File: config.mk
export PLATFORM = sky130hd
export DESIGN_NAME = pipe_ctrl_decoder
export DESIGN_NICKNAME = d
export VERILOG_FILES = /design/src/rtl/pipe_ctrl_decoder.sv
export SDC_FILE = /design/constraint.sdc
export NUM_CORES = 1
export LEC_CHECK = 0
export CAP_MARGIN = 40
export CORE_MARGIN = 3
export CORE_UTILIZATION = 48
export CTS_CLUSTER_DIAMETER = 80
export DETAILED_ROUTE_END_ITERATION = 10
export PLACE_DENSITY = 0.82
export SYNTH_ARGS = -nofsm -noshare
export SYNTH_HDL_FRONTEND = slang
export SYNTH_SLANG_ARGS = --single-unit
File: constraint.sdc
create_clock -name clk_i -period 2.7 [get_ports clk_i]
set_input_delay 0.54 -clock clk_i [delete_from_list [all_inputs] [get_ports clk_i]]
set_output_delay 0.54 -clock clk_i [all_outputs]
set_load 0.05 [all_outputs]
File: src/rtl/pipe_ctrl_decoder.sv
// pipe_ctrl_decoder: ID decode plus ID/EX, EX/MEM, MEM/WB control pipeline with bubble counter.
// Optional illegal-opcode trap when ILLEGAL_TRAP_EN is defined.
module pipe_ctrl_decoder #(
  parameter int OP_W = 6,
  parameter int ALUOP_W = 3,
  parameter int CNT_W = 16
) (
  input  logic               clk_i,
  input  logic               rst_i,
  input  logic [OP_W-1:0]    instr_op_i,
  input  logic               valid_i,
  input  logic               stall_i,
  input  logic               flush_i,
  input  logic               freeze_i,
  output logic               jump_id_o,
  output logic               ex_valid_o,
  output logic [ALUOP_W-1:0] ex_aluop_o,
  output logic               ex_alusrc_o,
  output logic               ex_regdst_o,
  output logic               ex_branch_o,
  output logic               ex_branchtype_o,
  output logic               mem_valid_o,
  output logic               mem_memread_o,
  output logic               mem_memwrite_o,
  output logic               mem_jal_o,
  output logic               wb_valid_o,
  output logic               wb_regwrite_o,
  output logic               wb_memtoreg_o,
  output logic               wb_jal_o,
`ifdef ILLEGAL_TRAP_EN
  output logic               illegal_o,
`endif
  output logic [CNT_W-1:0]   bubble_cnt_o
);
  localparam int B_W = ALUOP_W + 9;
  localparam logic [OP_W-1:0] OP_J = OP_W'(6'b001100);
  localparam logic [OP_W-1:0] OP_JAL = OP_W'(6'b001111);
  // {aluop, alusrc, regdst, branch, branchtype, memread, memwrite, regwrite, memtoreg, jal}
  logic [B_W-1:0] idCtl, exCtl;
  logic [4:0] memCtl;
  logic [2:0] wbCtl;
  logic exValid, memValid, wbValid;
  logic [CNT_W-1:0] bubbleCnt;
  logic isJ, isJal, bubble, countEn;
  always_comb begin
    idCtl = '0;
    case (instr_op_i)
      OP_W'(6'b000000): idCtl = {ALUOP_W'(3'b010), 9'b010000100};
      OP_W'(6'b010011): idCtl = {ALUOP_W'(3'b011), 9'b100000100};
      OP_W'(6'b011000): idCtl = {ALUOP_W'(3'b000), 9'b100010110};
      OP_W'(6'b101000): idCtl = {ALUOP_W'(3'b000), 9'b100001000};
      OP_W'(6'b011001): idCtl = {ALUOP_W'(3'b001), 9'b001000000};
      OP_W'(6'b011010): idCtl = {ALUOP_W'(3'b110), 9'b001100000};
      OP_W'(6'b011100): idCtl = {ALUOP_W'(3'b100), 9'b001100000};
      OP_W'(6'b011110): idCtl = {ALUOP_W'(3'b101), 9'b001100000};
      OP_W'(6'b011101): idCtl = {ALUOP_W'(3'b110), 9'b001000000};
      OP_W'(6'b001111): idCtl = {ALUOP_W'(3'b000), 9'b000000101};
      default:          idCtl = '0;
    endcase
  end
  assign isJ = instr_op_i == OP_J;
  assign isJal = instr_op_i == OP_JAL;
  assign jump_id_o = valid_i & (isJ | isJal) & ~stall_i;
`ifdef ILLEGAL_TRAP_EN
  // Every mapped opcode except j has a nonzero bundle, so that identifies legal ones.
  logic illegalId, illegalSeen;
  assign illegalId = valid_i & ~(|idCtl | isJ);
  assign bubble = stall_i | flush_i | illegalId;
  assign illegal_o = illegalId | illegalSeen;
  always_ff @(posedge clk_i or posedge rst_i)
    if (rst_i) illegalSeen <= 1'b0;
    else if (illegalId) illegalSeen <= 1'b1;
`else
  assign bubble = stall_i | flush_i;
`endif
  assign countEn = bubble & valid_i;
  always_ff @(posedge clk_i or posedge rst_i)
    if (rst_i) begin
      exValid <= 1'b0;
      exCtl <= '0;
      memValid <= 1'b0;
      memCtl <= '0;
      wbValid <= 1'b0;
      wbCtl <= '0;
      bubbleCnt <= '0;
    end else if (!freeze_i) begin
      exValid <= bubble ? 1'b0 : valid_i;
      exCtl <= bubble ? '0 : idCtl;
      memValid <= exValid;
      memCtl <= exCtl[4:0];
      wbValid <= memValid;
      wbCtl <= memCtl[2:0];
      if (countEn && bubbleCnt != '1) bubbleCnt <= bubbleCnt + CNT_W'(1);
    end
  assign ex_valid_o = exValid;
  assign ex_aluop_o = exValid ? exCtl[B_W-1:9] : '0;
  assign ex_alusrc_o = exValid & exCtl[8];
  assign ex_regdst_o = exValid & exCtl[7];
  assign ex_branch_o = exValid & exCtl[6];
  assign ex_branchtype_o = exValid & exCtl[5];
  assign mem_valid_o = memValid;
  assign mem_memread_o = memValid & memCtl[4];
  assign mem_memwrite_o = memValid & memCtl[3];
  assign mem_jal_o = memValid & memCtl[0];
  assign wb_valid_o = wbValid;
  assign wb_regwrite_o = wbValid & wbCtl[2];
  assign wb_memtoreg_o = wbValid & wbCtl[1];
  assign wb_jal_o = wbValid & wbCtl[0];
  assign bubble_cnt_o = bubbleCnt;
endmodule

# [Yosys cells after proc, flatten, opt, wreduce, memory -nomap -nowiden]
# Cells that the tools add are included.
[op_classes] addsub=1 eq_ne=11 muxes=4 bitwise_logic=17 reduce_logical=3
[op_table] cell="$pmux 12 s10" n=1
[op_table] cell="$eq 6x5->1 const B" n=7
[op_table] cell="$add 16x1->16 const B" n=1
[op_table] cell="$ne 16x16->1 const B" n=1
[op_table] cell="$and 1x1->1" n=13
[op_table] cell="$eq 6x4->1 const B" n=2
[op_table] cell="$mux 12" n=1
[op_table] cell="$eq 6x6->1 const B" n=1
[op_table] cell="$logic_not 6->1" n=1
[op_table] cell="$mux 3" n=1
[op_table] cell="$not 1->1" n=2
[op_table] cell="$or 1x1->1" n=2
[op_table] cell="$reduce_and 2->1" n=1
[op_table] cell="$logic_and 1x1->1" n=1
[op_table] cell="$mux 1" n=1
[totals] reg_bits=39 in_bits=12 elab_cells=43

# [Logic depth before layout (Yosys ltp)]
[logic_depth] word_depth=4 mapped_depth=6 mapped_depth_nobuf=5

# [Worst setup path before layout]
# No wires, ideal clock.
[synth_path] path_type="input-to-output" from="in instr_op_i[4]" to="out jump_id_o" arrival_ps=2758 path_slack_ps=-598 cell_stages=3 cell_sequence="clkbuf_1 > or3_1 > nor4b_1"
[synth_via] elab_chain_cells=4 elab_cells_between_ends=5 cone_classes="2 x eq/ne; 3 x bitwise"
[synth_lines] item="start: declaration" line_no="10" source="input logic [OP_W-1:0] instr_op_i,"
[synth_lines] item="$eq 6x4->1 (on tied branches)" line_no="61, 62"
[synth_lines] item="$or 1x1->1 (*)" line_no="63" source="assign jump_id_o = valid_i & (isJ | isJal) & ~stall_i;"
[synth_lines] item="$and 1x1->1 (*) (2 in series)" line_no="63"
[synth_lines] item="end: declaration" line_no="15" source="output logic jump_id_o,"
# Mark *: on every way between the ends. The rest lies on a longest branch, timed or not.

# [Worst setup path after layout]
[layout_path] from="in instr_op_i[2]" to="out jump_id_o"
# Same word-level chain as after synthesis.

==> impl_metrics.tcl <==
set metrics [dict create \
    status "finished clean" \
    slowest_delay_ns 0.48 \
    htree_levels 2 \
    grt_start_max_net_pins 38 \
    ys_top_cells_by_count "dfrtp_1, nand2_1, and2_1" \
    cp-end-kind "output pin" \
    synth_area_per_cell_um2 10.5 \
    drive_above_1_share_pct 15.7 \
    synthArstFlopShare_pct 100 \
    viasPerCell 5.29 \
    grt_pass1_vias 1322 \
    grtUsageMet1_pct 25.5 \
    drc 0 \
    fin_cells 284 \
    cts_setup_buffers 0 \
    grt_usage_pct 17.7 \
    worst_pin_slew_ns 0.522 \
    coreArea_um2 3740 \
    yosysTopAreaCell "dfrtp_1" \
    antenna_found_initial 0 \
    hold_class "flop to flop" \
    synthDominantCellAreaShare_pct 48.9 \
    synth_edf_count 0 \
    crit_family "simple AND/OR/NAND/NOR gates" \
    dp.cells 276 \
    wl_per_cell_um 13.5 \
    synthCells 181 \
    finalSetupViolations 0 \
    hold_violations 0 \
    synth.most_common_cell "dfrtp_1" \
    grt-busiest-layer "met2" \
    met3_usage_pct 4.05 \
    routed-via-count 1501 \
    grt_pass1_wl_um 6280 \
    synth.area.top_cells "dfrtp_1, mux2_2, and2_1" \
    gp_congestion 0.815 \
    power_leakage_nw 1.11 \
    cts_buffer_depth 2 \
    slew_viol_final 0 \
    die_h_um 68.8 \
    final.setup_skew_ns 0.00402 \
    synth_flop_cell "dfrtp_1" \
    antennaDiodeCount 0 \
    powerDensity_nw_per_um2 581 \
    num_io_pins 45 \
    worst_ep_required_time_ns 2.16 \
    antenna_left 0 \
    cp_max_fo 3 \
    synth_cell_type_count 38 \
    drt-initial-drc-count 84 \
    path_class "primary input to output pin" \
    place_area_um2 2450 \
    rows 22 \
    area_delta_synth_final_pct 34.8 \
    drt_first_pass_iters 4 \
    die_area_um2 4740 \
    cts_root_buffer "clkbuf_8" \
    crit_slowest_cell "clkdlybuf4s50_1" \
    portBuffers 44 \
    cts.repair.resized 0 \
    crit_chain "clkdlybuf4s50_1 > nand2_1 > or3_1 > nor4b_2 > buf_12" \
    grt_overflow 0 \
    postCtsHoldBufs 0 \
    fin_area_um2 2550 \
    grtUsageMet2_pct 26.6 \
    netlist_area_um2 1890 \
    period_minus_slack_ns 2.53 \
    numCtsBuffers 5 \
    min_period_over_period_pct 93.7 \
    die-width_um 68.8 \
    wl_um 3840 \
    fin_tns_setup_ns 0 \
    synth-seq-cells 37 \
    final_nets 248 \
    clkTransAtPathRegs_ns 0.07 \
    path_buf_inv 2 \
    tritoncts "yes" \
    yosys_warnings 0 \
    cts_sinks 37 \
    fmaxAchievable_mhz 395 \
    arrival_ns 1.99 \
    ir_worst_vdd_mv 0.438 \
    dp_hpwl_um 2900 \
    synth_fp_nets 194 \
    initial_core_util_pct 50.6 \
    rsz0062_at_grt "false" \
    maxSlewHeadroom_pct 65.1 \
    worstSkewPairLatency_ns 0.28 \
    critPathLaunchType "primary input" \
    synth_seq_area_share_pct 48.9 \
    cap_violations 0 \
]
-- state kept, by name, indices dropped and copies added (netlist names) --
signal        count
memCtl            4
ex_valid_o        1
wb_valid_o        1
mem_valid_o       1
bubble_cnt_o     16
wbCtl             3
exCtl            11
-- kinds of logic after synthesis --
logic type / count (synthesis) / synth area share (%)
compound gates: 19 / 7.79
fa+ha+maj: 1 / 0.660
simple gates: 84 / 24.8
flops: 37 / 48.9
xor+xnor: 15 / 6.94
mux: 14 / 8.39
buf+inv: 11 / 2.58
-- final timing paths --
kind / startpoint / to / slack [ns] / depth (start not counted)
worst min register to register: exCtl[11] / exCtl[11] / 0.48 / 2
worst max-delay path: instr_op_i[2] / jump_id_o / 0.17 / 5
max in group asynchronous: rst_i / exCtl[11] / 1.70 / 3
min in group asynchronous: rst_i / wbCtl[2] / 0.68 / 3
worst max register to register: bubble_cnt_o[0] / bubble_cnt_o[1] / 0.58 / 5
worst min-delay path: exCtl[11] / exCtl[11] / 0.48 / 2
-- through the flow --
step	hold WS (ns)	power, mW	worst slack [ns]	util (%)
finish	0.481	1.48	0.171	68.2
global route	0.498	1.56	0.0561	68.2
detailed placement	0.467	1.08	0.158	65.5
CTS	0.484	1.50	0.157	68.2
floorplan	0.442	0.927	0.0859	-
global placement	0.460	1.07	0.191	65.5
-- per-layer routing --
metal / share of wire, % / vias up
met4: 0.68 / 0
met1: 50 / 711
met3: 3.9 / 2
met5: 0 / -
met2: 45 / 32
li1: - / 756
-- cell usage in the layout (no fill, tap or decap), types with 2 or more instances in the layout --
| cell | synthesis | routed |
|---|---|---|
| nand2b_1 | 3 | 3 |
| xnor2_1 | 7 | 7 |
| or3_1 | 5 | 5 |
| and2_1 | 14 | 14 |
| nor2_1 | 10 | 10 |
| o22ai_1 | 2 | 2 |
| a32o_1 | 3 | 3 |
| clkdlybuf4s50_1 | 0 | 43 |
| a22o_1 | 4 | 4 |
| xor2_1 | 8 | 8 |
| nand4_1 | 5 | 5 |
| dfrtp_1 | 37 | 37 |
| nor2b_1 | 2 | 2 |
| clkbuf_8 | 0 | 7 |
| mux2i_1 | 2 | 2 |
| nor3_1 | 7 | 7 |
| o21ai_0 | 3 | 3 |
| buf_4 | 0 | 10 |
| inv_1 | 4 | 4 |
| nor4_1 | 2 | 2 |
| nand2_1 | 16 | 16 |
| mux2_2 | 11 | 11 |
| and3_1 | 2 | 2 |
| nand3_1 | 9 | 9 |
| o31ai_1 | 3 | 3 |
-- power breakdown --
part	total [mW]	switching (mW)	internal [mW]
clock network	0.416	0.186	0.231
registers	0.661	0.0613	0.599
logic	0.408	0.248	0.159
-- worst min-delay path, cell delays in order (launching register included) --
cell	delay [ns]
dfrtp_1	0.33
nand2_1	0.04
o21ai_0	0.07
-- layout make-up --
type | instances | area [um2]
clock buffer | 7 | 96.3
clock inverter | 1 | 5.00
fill | 311 | 1190
inverter | 4 | 15.0
multi-input combinational | 133 | 926
sequential | 37 | 926
tap | 48 | 60.1
timing repair buffer | 54 | 526
Note: power is estimated with default switching activity, not from simulation.
